### src/rtl/writeback_arbiter.sv
// Writeback arbiter: grants one of AluMisc/Mem/Mult per cycle and registers the
// winning write for the register file and the scoreboard pending-clear port.
module writeback_arbiter #(
  parameter int RR_ENABLE    = 1,
  parameter int STARVE_LIMIT = 4
) (
  input  logic        clock,
  input  logic        reset,
  input  logic        am_wb_valid,
  input  logic [4:0]  am_wb_regdest,
  input  logic [31:0] am_wb_data,
  input  logic        am_wb_writereg,
  output logic        am_wb_ready,
  input  logic        mem_wb_valid,
  input  logic [4:0]  mem_wb_regdest,
  input  logic [31:0] mem_wb_data,
  input  logic        mem_wb_writereg,
  output logic        mem_wb_ready,
  input  logic        mul_wb_valid,
  input  logic [4:0]  mul_wb_regdest,
  input  logic [31:0] mul_wb_data,
  input  logic        mul_wb_writereg,
  output logic        mul_wb_ready,
  output logic [4:0]  wb_reg_writeaddr,
  output logic [31:0] wb_reg_writedata,
  output logic        wb_reg_enablewrite,
  output logic [4:0]  wb_sb_writeaddr,
  output logic [1:0]  wb_sb_unit,
  output logic        wb_sb_enablewrite,
  output logic        wb_conflict
);

  logic [2:0]       valid_s;
  logic [2:0]       promo_s;
  logic [2:0]       grant_s;
  logic [1:0]       win_s;
  logic             xfer_s;
  logic [4:0]       win_rd_s;
  logic [31:0]      win_data_s;
  logic             win_wr_s;
  logic [1:0]       ptr_q, ptr_d;
  logic [2:0][3:0]  cnt_q, cnt_d;
  logic [4:0]       waddr_q, waddr_d;
  logic [31:0]      wdata_q, wdata_d;
  logic [1:0]       unit_q, unit_d;
  logic             reg_en_q, reg_en_d;
  logic             sb_en_q, sb_en_d;
  logic             conflict_q, conflict_d;

  assign valid_s = {mul_wb_valid, mem_wb_valid, am_wb_valid};

  // One-hot grant of the first requester in the order a, b, c.
  function automatic logic [2:0] prio3(input logic [2:0] v, input logic [1:0] a,
                                       input logic [1:0] b, input logic [1:0] c);
    logic [2:0] g;
    g = 3'b000;
    if (v[a]) g[a] = 1'b1;
    else if (v[b]) g[b] = 1'b1;
    else if (v[c]) g[c] = 1'b1;
    else g = 3'b000;
    return g;
  endfunction

  // Winner selection: rotating order in RR mode, MUL>MEM>AM with starvation promotion otherwise.
  always_comb begin
    grant_s = 3'b000;
    for (int i = 0; i < 3; i++) begin
      promo_s[i] = valid_s[i] && (cnt_q[i] >= 4'(STARVE_LIMIT));
    end
    if (reset) begin
      grant_s = 3'b000;
    end else if (RR_ENABLE != 0) begin
      case (ptr_q)
        2'd0:    grant_s = prio3(valid_s, 2'd0, 2'd1, 2'd2);
        2'd1:    grant_s = prio3(valid_s, 2'd1, 2'd2, 2'd0);
        2'd2:    grant_s = prio3(valid_s, 2'd2, 2'd0, 2'd1);
        default: grant_s = prio3(valid_s, 2'd0, 2'd1, 2'd2);
      endcase
    end else if (|promo_s) begin
      grant_s = prio3(promo_s, 2'd2, 2'd1, 2'd0);
    end else begin
      grant_s = prio3(valid_s, 2'd2, 2'd1, 2'd0);
    end
  end

  assign am_wb_ready  = grant_s[0];
  assign mem_wb_ready = grant_s[1];
  assign mul_wb_ready = grant_s[2];

  // Route the granted unit's payload.
  always_comb begin
    win_s      = 2'd0;
    xfer_s     = 1'b0;
    win_rd_s   = 5'd0;
    win_data_s = 32'd0;
    win_wr_s   = 1'b0;
    case (grant_s)
      3'b001: begin
        win_s = 2'd0; xfer_s = 1'b1;
        win_rd_s = am_wb_regdest; win_data_s = am_wb_data; win_wr_s = am_wb_writereg;
      end
      3'b010: begin
        win_s = 2'd1; xfer_s = 1'b1;
        win_rd_s = mem_wb_regdest; win_data_s = mem_wb_data; win_wr_s = mem_wb_writereg;
      end
      3'b100: begin
        win_s = 2'd2; xfer_s = 1'b1;
        win_rd_s = mul_wb_regdest; win_data_s = mul_wb_data; win_wr_s = mul_wb_writereg;
      end
      default: begin
        win_s = 2'd0; xfer_s = 1'b0;
      end
    endcase
  end

  // Next state: address/data hold when idle, strobes pulse only for real writes.
  always_comb begin
    waddr_d    = waddr_q;
    wdata_d    = wdata_q;
    unit_d     = unit_q;
    ptr_d      = ptr_q;
    reg_en_d   = xfer_s && win_wr_s && (win_rd_s != 5'd0);
    sb_en_d    = xfer_s && win_wr_s && (win_rd_s != 5'd0);
    conflict_d = (valid_s[0] && valid_s[1]) || (valid_s[0] && valid_s[2]) ||
                 (valid_s[1] && valid_s[2]);
    if (xfer_s) begin
      waddr_d = win_rd_s;
      wdata_d = win_data_s;
      unit_d  = win_s;
      ptr_d   = (win_s == 2'd2) ? 2'd0 : (win_s + 2'd1);
    end else begin
      ptr_d = ptr_q;
    end
    for (int i = 0; i < 3; i++) begin
      if (valid_s[i] && !grant_s[i]) begin
        cnt_d[i] = (cnt_q[i] == 4'd15) ? 4'd15 : (cnt_q[i] + 4'd1);
      end else begin
        cnt_d[i] = 4'd0;
      end
    end
  end

  // State and output registers.
  always_ff @(posedge clock) begin
    if (reset) begin
      ptr_q      <= 2'd0;
      cnt_q      <= '0;
      waddr_q    <= 5'd0;
      wdata_q    <= 32'd0;
      unit_q     <= 2'd0;
      reg_en_q   <= 1'b0;
      sb_en_q    <= 1'b0;
      conflict_q <= 1'b0;
    end else begin
      ptr_q      <= ptr_d;
      cnt_q      <= cnt_d;
      waddr_q    <= waddr_d;
      wdata_q    <= wdata_d;
      unit_q     <= unit_d;
      reg_en_q   <= reg_en_d;
      sb_en_q    <= sb_en_d;
      conflict_q <= conflict_d;
    end
  end

  assign wb_reg_writeaddr   = waddr_q;
  assign wb_reg_writedata   = wdata_q;
  assign wb_reg_enablewrite = reg_en_q;
  assign wb_sb_writeaddr    = waddr_q;
  assign wb_sb_unit         = unit_q;
  assign wb_sb_enablewrite  = sb_en_q;
  assign wb_conflict        = conflict_q;

endmodule

### config.mk
export PLATFORM = sky130hd
export DESIGN_NAME = writeback_arbiter
export DESIGN_NICKNAME = d
export VERILOG_FILES = /design/src/rtl/writeback_arbiter.sv
export SDC_FILE = /design/constraint.sdc
export NUM_CORES = 1
export LEC_CHECK = 0
export BUFFER_PORTS_ARGS = -buffer_cell sky130_fd_sc_hd__buf_2
export CORE_AREA = 2 2 69 84
export CTS_BUF_LIST = sky130_fd_sc_hd__clkbuf_4
export DETAILED_ROUTE_END_ITERATION = 8
export DIE_AREA = 0 0 71 86
export MAX_ROUTING_LAYER = met4
export PLACE_DENSITY = 0.83
export SYNTH_ARGS = -nofsm -noshare
export SYNTH_HDL_FRONTEND = slang
export SYNTH_SLANG_ARGS = --single-unit
### constraint.sdc
create_clock -name clock -period 2.8 [get_ports clock]
set_input_delay 0.56 -clock clock [delete_from_list [all_inputs] [get_ports clock]]
set_output_delay 0.56 -clock clock [all_outputs]
set_load 0.02 [all_outputs]
After elaboration in Yosys (flattened, before gate mapping)
Index checks and enable logic that the tools add are counted.

word-level totals
  register bits after elaboration = 43
  output and inout bits = 50
  bits of input ports = 119
  logic and storage cells = 41

cells by class
  muxes and demuxes = 19
  eq/ne operators = 6
  reductions and logical operators = 9
  add/subtract/negate cells = 1

operators with widths
  operator                                                          count
  32-bit one-hot mux with 3 select lines                            1
  5-bit one-hot mux with 3 select lines                             1
  1-bit 2-to-1 mux                                                  10
  2-bit 2-to-1 mux                                                  3
  3-bit one-hot mux with 2 select lines                             1
  1-bit logical AND                                                 5
  5-bit nonzero test                                                1
  2-bit == test (second input constant)                             2
  2-bit one-hot mux with 2 select lines                             1
  3-bit by 1-bit == test with 1-bit output (second input constant)  1
  3-bit by 2-bit == test with 1-bit output (second input constant)  1
  3-bit == test (second input constant)                             1
  3-bit 2-to-1 mux                                                  1
  1-bit one-hot mux with 3 select lines                             1
  3-bit OR reduction                                                1
  2-bit by 1-bit adder with 2-bit output (second input constant)    1
  2-bit by 1-bit == test with 1-bit output (second input constant)  1
  1-bit logical OR                                                  2

Logic depth before layout (Yosys ltp)
  word-level depth = 10
  gate-level depth with buffers = 10
  mapped depth without buffers = 8

Least setup slack after synthesis
No wires, ideal clock.

  path kind = in2reg
  start = in am_wb_valid
  end = reg wdata_q[26], in the netlist wb_reg_writedata[26]
  data required time = 2.668 ns
  data arrival time = 2.273 ns
  setup slack = 0.394 ns
  stages on the path = 7
  cell sequence = or3b_1 a311oi_4 o21a_4 nor2_4 buf_6 a222oi_1 a21oi_1

on the way
  elaborated cells between the ends (all ways) = 14

RTL lines
  element                                      line  source
  start: declaration                           9     input logic am_wb_valid,
  1-bit 2-to-1 mux                             58    else if (v[b]) g[b] = 1'b1;
  2-bit 2-to-1 mux                             57    if (v[a]) g[a] = 1'b1;
  3-bit one-hot mux with 2 select lines *      73    case (ptr_q)
  3-bit 2-to-1 mux *                           70    if (reset) begin
  named net mem_wb_ready                       18    output logic mem_wb_ready,
  3-bit == test, or another cell as far along  97    case (grant_s)
  3-bit OR reduction (no line)                 -
  1-bit 2-to-1 mux                             97
  end signal: assignment                       158   wdata_q <= wdata_d;
  end: declaration                             44    logic [31:0] wdata_q, wdata_d;

The timed path passes the listed nets; every way through them passes the cells marked *.
A chain may end at the register's enable or synchronous reset.

Worst setup path in the final report
  start = reg ptr_q[0]
  end = out mem_wb_ready

on the way
  longest elaborated chain between the ends = 3
  elaborated cells between the ends (all ways) = 4

RTL lines
  element                                                                           line  source
  start: declaration                                                                41    logic [1:0] ptr_q, ptr_d;
  start signal: assignment                                                          155   ptr_q <= ptr_d;
  2-bit == test / 2-bit by 1-bit == test with 1-bit output (equally long branches)  73
  3-bit one-hot mux with 2 select lines *                                           73
  3-bit 2-to-1 mux *                                                                70
  end: declaration                                                                  18

Mark *: on every way between the ends. The rest lies on a longest branch, timed or not.

==> results.txt <==
- Among all stages on the critical path, the largest delay is contributed by sky130_fd_sc_hd__a311oi_4.
- Hold buffer count at cts: 0
* Maximum level of the CTS H-tree: 2
* Cells after synthesis: between 200 and 250
- Count of instances resized after the clock tree is built: 0
- Number of placed instances with taps included: 440
- Leakage power of the design: 1.441 nW
- Final RePlAce weighted congestion: 0.9400
- The die is 86 um tall.
- Compared with the post-synthesis result, the final layout area differs by 46.24%.
- Area of the die: 6106 um^2
- Path class of the lowest-slack min-delay path: primary input to flip-flop
* Maximum resistive drop on vdd: 0.2369 mV
- The root buffer cell chosen for the clock tree is sky130_fd_sc_hd__clkbuf_4.
* Final Setup Violations: 0
* Detailed Route Iter0 Violations: roughly 280
* Synth Area per Inst: ~8.8 um^2
* Final cell count without fillers: ~450
- Final wirelength: 6.717 mm
* Pin count of the biggest net entering global routing: 43
- Slew at the pin closest to its max-slew limit: 0.7091 ns
- In the routed layout, each cell is associated on average with a via count of about 5.5.
- Relative slew margins: 0.5247
* Arrival time reported for the critical path endpoint: slightly above 2 ns
* Crit path buffers/inverters: 2
- The synthesized netlist occupies a cell area of ~2000 um^2.
* Cts bufs inserted: 5
- P per Cell Area: 542.7 nW/um^2
- The initial antenna violation count came to 0.
- Largest stage delay on the critical path: 0.46 ns
- Clock-pin slew was measured on the worst setup and hold paths at between 0.1 and 0.15 ns.
- Area leader, netlist: sky130_fd_sc_hd__dfxtp_1
* Synth async-reset ratio: 0
- For this run, global-route usage on met3 was measured as 0.03995.
- TritonCTS built the clock tree.
- For this run, global-route usage on met1 was measured as 0.2478.
- The later pin in the worst-skew pair is clocked with a latency of about 0.35 ns.
- Across all setup checks in the final design, the least slack found is between 0.2 and 0.25 ns.
- On the critical path the largest part of the delay comes from compound AO/OA/AOI/OAI gates.
- Post-synthesis sequential area ratio: 0.4316
- The HPWL after detailed placement is 5.165 mm.
- The number of nets in the synthesized netlist is 347.
* Most congested layer reported by global routing: met2
- For this run, design rule violations remaining after detail routing come to 0.
- Flip-flop cell with the highest count after synthesis: sky130_fd_sc_hd__dfxtp_1
- Across all register-to-register paths, the minimum setup slack is 0.28 ns.
- Worst path required time: 2.24 ns
- At the end of the flow, the number of nets in the layout was 506.
- Buffers inserted by post-CTS timing repair: 0
* Global-route wire length before repair: about 10 mm
* Bufs on Longest Clock Path: 2
- For this run, the number of Yosys warnings is 0.
- Measured along the x axis, the die boundary spans 71 um.
- Sort of element at the start of the critical path: flip-flop
* Worst Hold Slack: 0.4302 ns
- After global routing the overflow that remains totals 0.
* Initial core utilization: 0.3791
- Fraction of layout cells with a size suffix above 1: 0.4948
* Critical Setup Path Class: flip-flop to output port
- The count of final hold-check violations was 0.
- Of the available clock period, the critical path in the final layout requires 0.9231.
- Count of antenna diodes in the layout: 0
- Endpoint type of the worst setup path: output port
- Across every metal layer, demand over resource in global routing totals 0.2180.
- The clock arrives with 0.01042 ns of skew.
- At the end of the flow the core is filled with cells to 0.5543.
- The netlist uses 25 different library cells.
* Achievable frequency: 386.9 MHz
* Period minus WS final: around 2.6 ns
- Vias after detailed routing: 2,461
* Share of the synthesized area in the top cell type: 0.4316
* Antenna violation net count after detailed routing: 0
* Area contributors post-synth: sky130_fd_sc_hd__dfxtp_1, sky130_fd_sc_hd__a222oi_1, sky130_fd_sc_hd__a21oi_1, sky130_fd_sc_hd__nand2_1, sky130_fd_sc_hd__buf_4
* Biggest fanout along the worst timing path: 6
* Post-synthesis sequential element count: 43
- Buffers placed on the I/O ports in this run total 168.
- The final-report max-slew violation count was 0.
- Count of max-cap constraint violations: 0
- Number of optimization iterations in the first detailed-route pass: 8
- For this run, global-route usage on met2 was measured as 0.3908.
- Core Area: 5261 um^2
- Vias in the first global route: 2,332
- Io pins: ~170
- Clock Sinks: 43
- Pre-CTS worst setup slack: approximately 0.17 ns
* Outcome: complete, no violations
- Setup repair after global routing left no endpoint under its margin.
- In the final routed layout, each cell accounts on average for ~15 um.
- Adding up every negative setup slack in the final design gives 0 ns.
- Critical Path, Cell by Cell: inv_1 -> ha_1 -> nand2b_1 -> a311oi_4 -> buf_2
- Post-synth EDFFs: 0
- Standard-cell row count: 29
## final timing paths
kind,depth (start not counted),to,from
worst max-delay path,5,mem_wb_ready,ptr_q[0]$_SDFFE_PP0P_
worst min-delay path,3,wb_reg_writedata[15]$_SDFFE_PP0P_,mem_wb_data[15]
worst max register to register,9,wb_reg_writedata[24]$_SDFFE_PP0P_,ptr_q[0]$_SDFFE_PP0P_
worst min register to register,1,wb_sb_unit[0]$_SDFFE_PP0P_,wb_sb_unit[0]$_SDFFE_PP0P_
## layout make-up
cell class              instances  area [um^2]
well taps                      62        77.57
clock buffers                   5        37.54
inverters                       4        15.01
multi-input cells             153        982.2
fillers                       486         2345
repair buffers                178        928.4
clock inverters                 3        15.01
flip-flops and latches         43        860.8
## cells in the final DEF (no fill, tap or decap), drive strengths merged
master	instances
a22oi	5
dfxtp	43
ha	2
a311oi	1
nor2	10
buf	178
a21o	3
clkinv	3
o21ai	3
a22o	2
nand2b	3
a31oi	2
and3	2
nor3	4
a222oi	33
or4	1
o21a	1
or3b	1
inv	4
a21oi	41
clkbuf	5
nand2	39
## sequential cells by signal, summed over array words and instances, names as in the netlist
name,count
wb_sb_unit,2
wb_sb_enablewrite,1
ptr_q,2
wb_reg_writeaddr,5
wb_reg_writedata,32
wb_conflict,1
## per-layer routing
metal	vias to the layer above	wire [um]
met4	0	78
li1	1181	-
met1	1110	2571
met2	162	3463
met5	-	0
met3	8	603
## power by group
part / total (mW) / switching, mW / leakage (nW) / internal [mW]
sequential: 0.721 / 0.0381 / 0.352 / 0.683
clock: 0.290 / 0.197 / 0.0347 / 0.0937
combinational: 0.572 / 0.327 / 1.05 / 0.244
## per-stage QoR
step,area [um^2],power [mW]
finish,2917,1.583
global route,2917,1.689
CTS,2910,1.598
detailed placement,2858,1.308
global placement,2858,1.296
floorplan,1994,1.095
## worst min-delay path: stages
cell and delay (ns):
sky130_fd_sc_hd__buf_2 0.09, sky130_fd_sc_hd__nand2_1 0.05, sky130_fd_sc_hd__a21oi_1 0.05
## cell families after synthesis
logic type | synth area share
AOI/OAI and AO/OA | 0.3419
buffers and inverters | 0.08406
adders and majority gates | 0.01255
DFF | 0.4316
and+or+nand+nor | 0.1299
## cells in the mapped netlist (2+ instances only)
cell and count:
sky130_fd_sc_hd__dfxtp_1 43, sky130_fd_sc_hd__a21oi_1 41, sky130_fd_sc_hd__nand2_1 39, sky130_fd_sc_hd__a222oi_1 33, sky130_fd_sc_hd__nor2_1 9, sky130_fd_sc_hd__buf_2 8
sky130_fd_sc_hd__clkbuf_1 8, sky130_fd_sc_hd__buf_4 6, sky130_fd_sc_hd__a22oi_1 5, sky130_fd_sc_hd__inv_1 4, sky130_fd_sc_hd__nor3_1 4, sky130_fd_sc_hd__a21o_1 3
sky130_fd_sc_hd__buf_6 3, sky130_fd_sc_hd__nand2b_1 3, sky130_fd_sc_hd__o21ai_0 3, sky130_fd_sc_hd__a22o_1 2, sky130_fd_sc_hd__a31oi_1 2, sky130_fd_sc_hd__and3_1 2
sky130_fd_sc_hd__ha_1 2
Power figures use the tool's default switching activity.
